**config.mk**
```make
export PLATFORM = sky130hd
export DESIGN_NAME = ft_axi_result_framer_flat
export DESIGN_NICKNAME = d
export VERILOG_FILES = /design/src/rtl/ft_axi_result_framer_if.sv /design/src/rtl/ft_axi_result_framer.sv /design/src/flat_wrapper.sv
export SDC_FILE = /design/constraint.sdc
export NUM_CORES = 1
export LEC_CHECK = 0
export BUFFER_PORTS_ARGS = -buffer_cell sky130_fd_sc_hd__buf_2
export CAP_MARGIN = 30
export CELL_PAD_IN_SITES_DETAIL_PLACEMENT = 0
export CELL_PAD_IN_SITES_GLOBAL_PLACEMENT = 1
export CORE_MARGIN = 8
export CORE_UTILIZATION = 50
export CTS_BUF_LIST = sky130_fd_sc_hd__clkbuf_16
export DETAILED_ROUTE_END_ITERATION = 16
export GPL_TIMING_DRIVEN = 0
export MAX_ROUTING_LAYER = met4
export PLACE_DENSITY = 0.84
export RECOVER_POWER = 100
export SYNTH_ARGS = -nofsm -noshare
export SYNTH_HDL_FRONTEND = slang
export SYNTH_SLANG_ARGS = --single-unit
```
**constraint.sdc**
```tcl
create_clock -name s_axis_aclk -period 18.85 [get_ports s_axis_aclk]
set_input_delay 0.9425 -clock s_axis_aclk [delete_from_list [all_inputs] [get_ports s_axis_aclk]]
set_output_delay 0.9425 -clock s_axis_aclk [all_outputs]
set_load 0.02 [all_outputs]
```
**src/rtl/ft_axi_result_framer_if.sv**
```systemverilog
// AXI-Stream bundle used on both the result input and the DMA-facing output of the framer.
interface ft_axi_result_framer_if #(
  parameter int TDATA_WIDTH = 64,
  parameter int TDATA_BYTES = TDATA_WIDTH / 8
);
  logic [TDATA_WIDTH-1:0] tdata;
  logic [TDATA_BYTES-1:0] tkeep;
  logic                   tlast;
  logic                   tvalid;
  logic                   tready;

  modport master (output tdata, tkeep, tlast, tvalid, input tready);
  modport slave  (input tdata, tkeep, tlast, tvalid, output tready);
endinterface

```
**src/rtl/ft_axi_result_framer.sv**
```systemverilog
// Buffers DUT result beats, forwards them with tlast stripped, and closes each frame
// with a trailer beat {xor checksum, sequence number, saturating beat count}.
module ft_axi_result_framer #(
  parameter int TDATA_WIDTH = 64,
  parameter int TDATA_BYTES = TDATA_WIDTH / 8,
  parameter int FIFO_DEPTH  = 16
) (
  input  logic                   s_axis_aclk,
  input  logic                   s_axis_areset,
  ft_axi_result_framer_if.slave  s_axis,
  ft_axi_result_framer_if.master m_axis,
  output logic [15:0]            frame_cnt_o,
  output logic                   busy_o
);
  localparam int AW = $clog2(FIFO_DEPTH);
  localparam logic [AW:0] FULL_OCC = (AW+1)'(FIFO_DEPTH);

  typedef enum logic {S_DATA = 1'b0, S_TRAILER = 1'b1} state_t;

  function automatic logic [TDATA_WIDTH-1:0] keep_bytes(input logic [TDATA_WIDTH-1:0] d,
                                                        input logic [TDATA_BYTES-1:0] k);
    logic [TDATA_WIDTH-1:0] r;
    r = '0;
    for (int i = 0; i < TDATA_BYTES; i++)
      if (k[i]) r[i*8 +: 8] = d[i*8 +: 8];
    return r;
  endfunction

  function automatic logic [31:0] fold_xor(input logic [TDATA_WIDTH-1:0] d);
    return d[63:32] ^ d[31:0];
  endfunction

  function automatic logic [15:0] sat_inc16(input logic [15:0] v);
    return (v == 16'hFFFF) ? v : v + 16'd1;
  endfunction

  logic [TDATA_WIDTH:0]   mem [FIFO_DEPTH];
  logic [AW-1:0]          wr_ptr, rd_ptr;
  logic [AW:0]            occ, occ_nxt;
  logic                   empty_q, full_q;
  state_t                 state_q, state_nxt;
  logic [31:0]            chk_q;
  logic [15:0]            cnt_q, seq_q;
  logic [TDATA_WIDTH-1:0] head_data;
  logic                   head_last;
  logic                   wr_en, pop, trl_hs;

  assign {head_last, head_data} = mem[rd_ptr];
  assign wr_en  = s_axis.tvalid & ~full_q & ~s_axis_areset;
  assign pop    = (state_q == S_DATA) & ~empty_q & m_axis.tready & ~s_axis_areset;
  assign trl_hs = (state_q == S_TRAILER) & m_axis.tready & ~s_axis_areset;
  assign frame_cnt_o = seq_q;

  always_comb begin
    occ_nxt = occ;
    case ({wr_en, pop})
      2'b10:   occ_nxt = occ + (AW+1)'(1);
      2'b01:   occ_nxt = occ - (AW+1)'(1);
      default: occ_nxt = occ;
    endcase
  end

  // FIFO storage: stored tlast rides above the masked data word
  always_ff @(posedge s_axis_aclk) begin
    if (wr_en) mem[wr_ptr] <= {s_axis.tlast, keep_bytes(s_axis.tdata, s_axis.tkeep)};
  end

  // Flags are registered from the next occupancy, so a fresh write shows one cycle later
  always_ff @(posedge s_axis_aclk) begin
    if (s_axis_areset) begin
      wr_ptr  <= '0;
      rd_ptr  <= '0;
      occ     <= '0;
      empty_q <= 1'b1;
      full_q  <= 1'b0;
    end else begin
      if (wr_en) wr_ptr <= wr_ptr + AW'(1);
      if (pop)   rd_ptr <= rd_ptr + AW'(1);
      occ     <= occ_nxt;
      empty_q <= (occ_nxt == '0);
      full_q  <= (occ_nxt == FULL_OCC);
    end
  end

  // Frame accounting: only moves on handshakes, so the presented trailer stays stable
  always_ff @(posedge s_axis_aclk) begin
    if (s_axis_areset) begin
      chk_q <= '0;
      cnt_q <= '0;
      seq_q <= '0;
    end else if (pop) begin
      chk_q <= chk_q ^ fold_xor(head_data);
      cnt_q <= sat_inc16(cnt_q);
    end else if (trl_hs) begin
      chk_q <= '0;
      cnt_q <= '0;
      seq_q <= seq_q + 16'd1;
    end
  end

  always_ff @(posedge s_axis_aclk) begin
    if (s_axis_areset) state_q <= S_DATA;
    else               state_q <= state_nxt;
  end

  always_comb begin
    state_nxt = state_q;
    case (state_q)
      S_DATA:    if (pop && head_last) state_nxt = S_TRAILER;
      S_TRAILER: if (trl_hs)           state_nxt = S_DATA;
    endcase
  end

  always_comb begin
    s_axis.tready = ~full_q & ~s_axis_areset;
    m_axis.tkeep  = '1;
    m_axis.tvalid = 1'b0;
    m_axis.tdata  = '0;
    m_axis.tlast  = 1'b0;
    busy_o        = 1'b0;
    if (!s_axis_areset) begin
      busy_o = ~empty_q | (state_q == S_TRAILER);
      if (state_q == S_TRAILER) begin
        m_axis.tvalid = 1'b1;
        m_axis.tlast  = 1'b1;
        m_axis.tdata  = {chk_q, seq_q, cnt_q};
      end else begin
        m_axis.tvalid = ~empty_q;
        m_axis.tdata  = head_data;
      end
    end
  end
endmodule

```
**src/flat_wrapper.sv**
```systemverilog
// flat-port wrapper written by rule: the top's interface ports become plain ports
module ft_axi_result_framer_flat 
#(
  parameter int TDATA_WIDTH = 64,
  parameter int TDATA_BYTES = TDATA_WIDTH / 8,
  parameter int FIFO_DEPTH  = 16
)
  (s_axis_aclk, s_axis_areset, frame_cnt_o, busy_o, s_axis_tdata, s_axis_tkeep, s_axis_tlast, s_axis_tvalid, s_axis_tready, m_axis_tdata, m_axis_tkeep, m_axis_tlast, m_axis_tvalid, m_axis_tready);
  ft_axi_result_framer_if #(.TDATA_WIDTH(TDATA_WIDTH), .TDATA_BYTES(TDATA_BYTES)) s_axis_i ();
  ft_axi_result_framer_if #(.TDATA_WIDTH(TDATA_WIDTH), .TDATA_BYTES(TDATA_BYTES)) m_axis_i ();
  input  logic s_axis_aclk;
  input  logic s_axis_areset;
  output logic [15:0] frame_cnt_o;
  output logic busy_o;
  input wire logic [$bits(s_axis_i.tdata)-1:0] s_axis_tdata;
  input wire logic [$bits(s_axis_i.tkeep)-1:0] s_axis_tkeep;
  input wire logic [$bits(s_axis_i.tlast)-1:0] s_axis_tlast;
  input wire logic [$bits(s_axis_i.tvalid)-1:0] s_axis_tvalid;
  output wire logic [$bits(s_axis_i.tready)-1:0] s_axis_tready;
  output wire logic [$bits(m_axis_i.tdata)-1:0] m_axis_tdata;
  output wire logic [$bits(m_axis_i.tkeep)-1:0] m_axis_tkeep;
  output wire logic [$bits(m_axis_i.tlast)-1:0] m_axis_tlast;
  output wire logic [$bits(m_axis_i.tvalid)-1:0] m_axis_tvalid;
  input wire logic [$bits(m_axis_i.tready)-1:0] m_axis_tready;
  assign s_axis_i.tdata = s_axis_tdata;
  assign s_axis_i.tkeep = s_axis_tkeep;
  assign s_axis_i.tlast = s_axis_tlast;
  assign s_axis_i.tvalid = s_axis_tvalid;
  assign s_axis_tready = s_axis_i.tready;
  assign m_axis_tdata = m_axis_i.tdata;
  assign m_axis_tkeep = m_axis_i.tkeep;
  assign m_axis_tlast = m_axis_i.tlast;
  assign m_axis_tvalid = m_axis_i.tvalid;
  assign m_axis_i.tready = m_axis_tready;
  ft_axi_result_framer #(.TDATA_WIDTH(TDATA_WIDTH), .TDATA_BYTES(TDATA_BYTES), .FIFO_DEPTH(FIFO_DEPTH)) u_core (.s_axis_aclk(s_axis_aclk), .s_axis_areset(s_axis_areset), .s_axis(s_axis_i), .m_axis(m_axis_i), .frame_cnt_o(frame_cnt_o), .busy_o(busy_o));
endmodule
```
### Yosys cells after proc, flatten, opt, wreduce, memory -nomap -nowiden

Memories as Yosys holds them, arrays and structs flattened. A register that Yosys moved wholly into a read port is not among the register bits.
Cells that the tools add are included.

* memories: 1
* register bits after elaboration: 80
* RAM bits: 1040
* word-level logic and storage cells: 78
* output and inout port bits: 92
* input bits: 77

Memories
* u_core.mem: depth 16, bits a word 65, read ports 1, clocked after Yosys merged registers in 1, wr ports 1, line ft_axi_result_framer.sv:37 `logic [TDATA_WIDTH:0] mem [FIFO_DEPTH];`

* $add $sub $neg: 6
* eq/ne operators: 5
* bitwise logic cells: 16
* reduce and logical (&&, ||, !) cells: 5
* muxes and demuxes: 36

Operators with widths (number)
* 64-bit two-way mux: 2
* 8-bit two-way mux: 16
* 32-bit two-way mux: 2
* 32-bit bitwise XOR: 2
* 16-bit two-way mux: 3
* 16-bit by 1-bit adder with 16-bit output, second input constant: 2
* 16-bit equality test, second input constant: 1
* 5-bit case mux with 2 select lines: 1
* 1-bit two-way mux: 9
* 4-bit by 1-bit adder with 4-bit output, second input constant: 2
* 1-bit bitwise AND: 8
* 4-bit two-way mux: 2
* 5-bit by 1-bit adder with 5-bit output, second input constant: 1
* 5-bit equality test, second input constant: 1
* 5-bit logical NOT: 1
* 1-bit NOT: 5
* 5-bit by 1-bit subtractor with 5-bit output, second input constant: 1
* 2-bit AND reduction: 2
* 2-bit by 1-bit equality test with 1-bit output, second input constant: 1
* 2-bit equality test, second input constant: 1
* 2-bit inequality test, second input constant: 1
* 1-bit case mux with 2 select lines: 1
* 2-bit nonzero test: 1
* 1-bit logical AND: 1
* 1-bit OR: 1

### Depth between registers and ports, before layout

* word-level depth: 7
* gate-level depth with buffers: 14
* mapped depth without buffers: 12

### Worst setup path after synthesis

Ideal clock, no wire load.

* kind: in2reg
* start point: input s_axis_areset
* end point: memory u_core.mem[3][0] (netlist name), enable pin
* buffers on the path: 2
* path slack: 11.789 ns
* arrival time: 6.494 ns
* cell stages on the path: 6
* library setup time: 0.568 ns
* required time: 18.282 ns
* cells stage by stage: clkbuf_1 > nor2_1 > and2_1 > clkbuf_1 > nand2_1 > nor3_1

* cells in the longest elaborated chain, start to end: 4

RTL lines
* start: declaration: line flat_wrapper.sv:12 `input logic s_axis_areset;`
* 1-bit NOT: line ft_axi_result_framer.sv:49 `assign wr_en = s_axis.tvalid & ~full_q & ~s_axis_areset;`
* 1-bit bitwise AND: line ft_axi_result_framer.sv:49
* 1-bit two-way mux: line ft_axi_result_framer.sv:65 `if (wr_en) mem[wr_ptr] <= {s_axis.tlast, keep_bytes(s_axis.tdata, s_axis.tkeep)};`
* 1-bit two-way mux (implied by the code): line ft_axi_result_framer.sv:65
* end: declaration: line ft_axi_result_framer.sv:37

No other way between the ends.

### Worst setup path after layout

* start point: input s_axis_areset
* end point: memory u_core.mem[12][41] (netlist name), enable pin

The elaborated chain is that of the path after synthesis.

==> flow_summary_export.csv <==
group,metric,value,unit
timing,fin_tns_setup,0,ps
logic_synthesis,post_synthesis_instance_total,2370,
global_routing,gr-total-overflow,0,
job,max_cap_viols,32,
setup_path,crit_arrival,7320,ps
global_routing,grt_max_degree,24,
placement,post-dp-hpwl,84.95,mm
setup_path,worstRegToRegCells,8,
logic_synthesis,synth_enable_flop_cells,1040,
final_layout,finalNetCount,2807,
routing,remaining_drc_errors,0,
setup_path,start_kind,"primary input",
power_and_ir_drop,totalPowerFinal,5.196,mW
floorplanning,die-height,317.2,µm
power_and_ir_drop,p_leak,15.78,nW
setup_path,cp_common_cell,"sky130_fd_sc_hd__clkbuf_1",
routing,count_of_vias_placed_by_the_detailed_router,24610,
power_and_ir_drop,power.density,101.2,nW/µm²
logic_synthesis,synth_sequential_area_ratio,0.7256,
timing,final_min_period_over_clock_period,0.3742,
global_routing,grt_first_pass_wirelength,171.5,mm
routing,routed_via_density,6.168,
timing,finalHoldViolCount,0,
logic_synthesis,synth.area.top_cells,"sky130_fd_sc_hd__edfxtp_1, sky130_fd_sc_hd__mux4_2, sky130_fd_sc_hd__dfxtp_1, sky130_fd_sc_hd__mux2i_1, sky130_fd_sc_hd__xnor2_1",
power_and_ir_drop,sequentialPowerShare,0.531,
setup_path,slowest_delay,1450,ps
timing,slew-limit-headroom,-0.7584,
setup_path,timing.critical_path.cells,"clkbuf_1 -> clkbuf_1 -> nor2_1 -> and2_1 -> clkbuf_1 -> nand2_1 -> nor2_1 -> clkbuf_1 -> clkbuf_1 -> clkbuf_1",
floorplanning,fp.dieArea,100600,µm²
routing,routed_wl,119.9,mm
setup_path,crit_path_end,"u_core.mem[12][41]",
logic_synthesis,async_flop_share,0,
clocking,tritoncts_clock_tree,"yes",
logic_synthesis,ys_seq_elements,1124,
power_and_ir_drop,clkPwrFrac,0.410,
placement,gpl.final_weighted_congestion,0.8926,
placement,place.port_buffers,160,
logic_synthesis,synth.largest_area_cell,"sky130_fd_sc_hd__edfxtp_1",
timing,max_clock_freq,141.8,MHz
clocking,post_cts.resized_instances,0,
logic_synthesis,synth.avg_cell_area,19.14,µm²
setup_path,crit_required,19120,ps
clocking,hold_buffers,0,
run_status,failing_checks,"capacitance limit, slew limit",
logic_synthesis,post-synth-top-area-fraction,0.6885,
clocking,clock_tree.root_cell,"sky130_fd_sc_hd__clkbuf_16",
setup_path,end_kind,"flop",
clocking,tritoncts_num_sinks,1124,
timing,timing_max_transition_violations_final,639,
global_routing,track_usage,0.2428,
clocking,clk-insertion-delay-late,690,ps
power_and_ir_drop,power_switching_share,0.2164,
timing,timing.final.crit_period,7053,ps
setup_path,timing.critical_path.max_delay_family,"buffers and inverters",
setup_path,crit_type,"primary input to flop",
power_and_ir_drop,ir_drop,0.07527,mV
floorplanning,dieWidth,317.2,µm
logic_synthesis,ys_top_cells_by_count,"sky130_fd_sc_hd__edfxtp_1, sky130_fd_sc_hd__mux4_2, sky130_fd_sc_hd__mux2i_1",
logic_synthesis,synth.cell_area,45360,µm²
logic_synthesis,synth_warn,0,
timing,worst_skew,36.22,ps
floorplanning,num_io_pins,169,
timing,worst_max_slew_pin_slew,2628,ps
placement,placed_cells,3784,
global_routing,antenna_found_initial,3,
power_and_ir_drop,p_int,4.071,mW
placement,preCtsSetupSlack,14170,ps
timing,setup-violations-final,0,
clocking,postCtsSetupRepairBufs,0,
setup_path,crit_start,"s_axis_areset",
logic_synthesis,synth_flop_cell,"sky130_fd_sc_hd__edfxtp_1",
timing,rsz0062_at_grt,"false",
setup_path,r2r-end,"u_core.mem[12][41]",
setup_path,worst_path_max_delay_cell,"sky130_fd_sc_hd__nor2_1",
setup_path,cp_num_buf_inv,6,
power_and_ir_drop,switchingPower,1.124,mW
setup_path,r2r_start,"u_core.full_q",
global_routing,number_of_global_route_vias_before_repair,24920,
logic_synthesis,post_synth_num_cell_types,47,
run_status,status,"finished, violations left",
floorplanning,core_area,90010,µm²
final_layout,layout.filler_cells,6634,
final_layout,layout_area_growth_over_synthesis,13.21,%
clocking,clock_path_buffers,3,
setup_path,regToRegSetupSlack,12230,ps
hold_path,holdCritPathClass,"flop to flop",
final_layout,finish.cell_count_without_fillers,3990,
routing,drt.antenna.violating_nets,0,
routing,initialDrtViolationCount,3206,
timing,final.setup.worst_slack,11800,ps
final_layout,final_layout_size_suffix_gt1_frac,0.1878,
routing,pre_antenna_drt_iters,5,
routing,wl_per_cell,30.04,µm
final_layout,layout.core_utilization,0.5705,
floorplanning,initial_utilization,0.5039,
logic_synthesis,yosys.cell_count.top_type,"sky130_fd_sc_hd__edfxtp_1",
clocking,count_of_h_tree_levels_built_during_cts,3,
setup_path,worstPathMaxFanout,21,
setup_path,worst-path-stages,10,
clocking,cts_inserted_buffers,105,
clocking,clk_pin_slew,60,ps
floorplanning,std_cell_rows,110,
power_and_ir_drop,comb_power_share,0.060,
[through the flow]
| step | hold slack, ps | instance area, µm² |
|---|---|---|
| 2_1_floorplan | 437.7 | 45390 |
| 3_3_place_gp | 446.6 | 47660 |
| 3_5_place_dp | 459.9 | 48940 |
| 4_1_cts | 468.9 | 52410 |
| 5_1_grt | 493.6 | 51350 |
| 6_report | 471.0 | 51350 |
[metal layers]
| metal | up-vias | share of wire | GRT usage | wire [µm] |
|---|---|---|---|---|
| met5 | - | 0 | - | 0 |
| met4 | 0 | 0.028 | 0.07311 | 3382 |
| met3 | 237 | 0.092 | 0.04677 | 10980 |
| met2 | 1334 | 0.50 | 0.4011 | 60190 |
| met1 | 12840 | 0.38 | 0.3072 | 45320 |
| li1 | 10200 | - | - | - |
[power groups by stage]
stage | sequential [mW] | clock [mW] | combinational, mW
after global routing | 2.76 | 2.23 | 0.330
after detailed placement | 2.81 | 0 | 0.316
after floorplan | 2.81 | 0 | 0.205
after CTS | 2.76 | 2.14 | 0.318
final | 2.76 | 2.13 | 0.309
after global placement | 2.81 | 0 | 0.299
[cells in the final DEF (no fill, tap or decap), drive strengths merged, types with 2 or more instances in the layout]
| master | synthesis | layout |
|---|---|---|
| a211oi | 65 | 65 |
| a21oi | 74 | 74 |
| and2 | 66 | 66 |
| and3 | 5 | 5 |
| and3b | 2 | 2 |
| buf | 76 | 142 |
| bufinv | 0 | 13 |
| clkbuf | 68 | 344 |
| clkinv | 0 | 43 |
| clkinvlp | 0 | 6 |
| conb | 1 | 8 |
| dfxtp | 84 | 84 |
| diode | 0 | 3 |
| edfxtp | 1040 | 1040 |
| ha | 11 | 11 |
| inv | 6 | 36 |
| mux2i | 163 | 163 |
| mux4 | 261 | 261 |
| nand2 | 27 | 27 |
| nand2b | 8 | 8 |
| nand3 | 12 | 12 |
| nand3b | 34 | 34 |
| nand4 | 11 | 11 |
| nor2 | 119 | 119 |
| nor2b | 67 | 67 |
| nor3 | 10 | 10 |
| o21a | 4 | 4 |
| o21ai | 6 | 6 |
| o22ai | 34 | 34 |
| or3 | 3 | 3 |
| xnor2 | 74 | 74 |
| xor2 | 24 | 24 |
[how the worst min path moves through the flow]
stage,cells past startpoint,to,slack (ps),from
floorplan,1,u_core.chk_q[10],440,u_core.chk_q[10]
global placement,1,u_core.chk_q[2],450,u_core.chk_q[2]
detailed placement,1,u_core.chk_q[24],460,u_core.chk_q[24]
CTS,1,u_core.chk_q[24],470,u_core.chk_q[24]
global route,1,u_core.chk_q[25],490,u_core.chk_q[25]
finish,1,u_core.chk_q[22],470,u_core.chk_q[22]
[worst register-to-register path, delay by kind of cell (launching register included)]
family / cells / cell delay [ps]
simple gates: 4 / 1940
flops: 1 / 300
buf+inv: 4 / 3940
[cell families after synthesis]
| group | Yosys count | share of synthesized area |
|---|---|---|
| XOR/XNOR | 98 | 0.01892 |
| AND/OR/NAND/NOR | 369 | 0.04356 |
| buffers and inverters | 150 | 0.01655 |
| flip-flops | 1124 | 0.7256 |
| adder cells (fa/ha/maj) | 11 | 0.003034 |
| other | 1 | 0.00008267 |
| multiplexers | 424 | 0.1656 |
| AO/OA/AOI/OAI | 193 | 0.02673 |
[sequential cells by signal (all words and copies together) (netlist names), 4 cells and up, named ones only]
register / cells
u_core.rd_ptr: 4
u_core.chk_q: 32
u_core.frame_cnt_o: 16
u_core.occ: 5
u_core.wr_ptr: 4
u_core.mem: 1040
u_core.cnt_q: 16
[layout make-up]
| class | instances | area, µm² | area share |
|---|---|---|---|
| timing repair buffer | 235 | 1067 | 0.02078 |
| sequential | 1124 | 32910 | 0.6409 |
| buffer | 144 | 686.9 | 0.01338 |
| tap | 1176 | 1471 | 0.02865 |
| clock inverter | 92 | 788.3 | 0.01535 |
| clock buffer | 107 | 2678 | 0.05214 |
| multi-input combinational | 1103 | 11720 | 0.2282 |
| antenna | 3 | 7.507 | 0.0001462 |
| inverter | 6 | 22.52 | 0.0004386 |
Power figures use the tool's default switching activity.
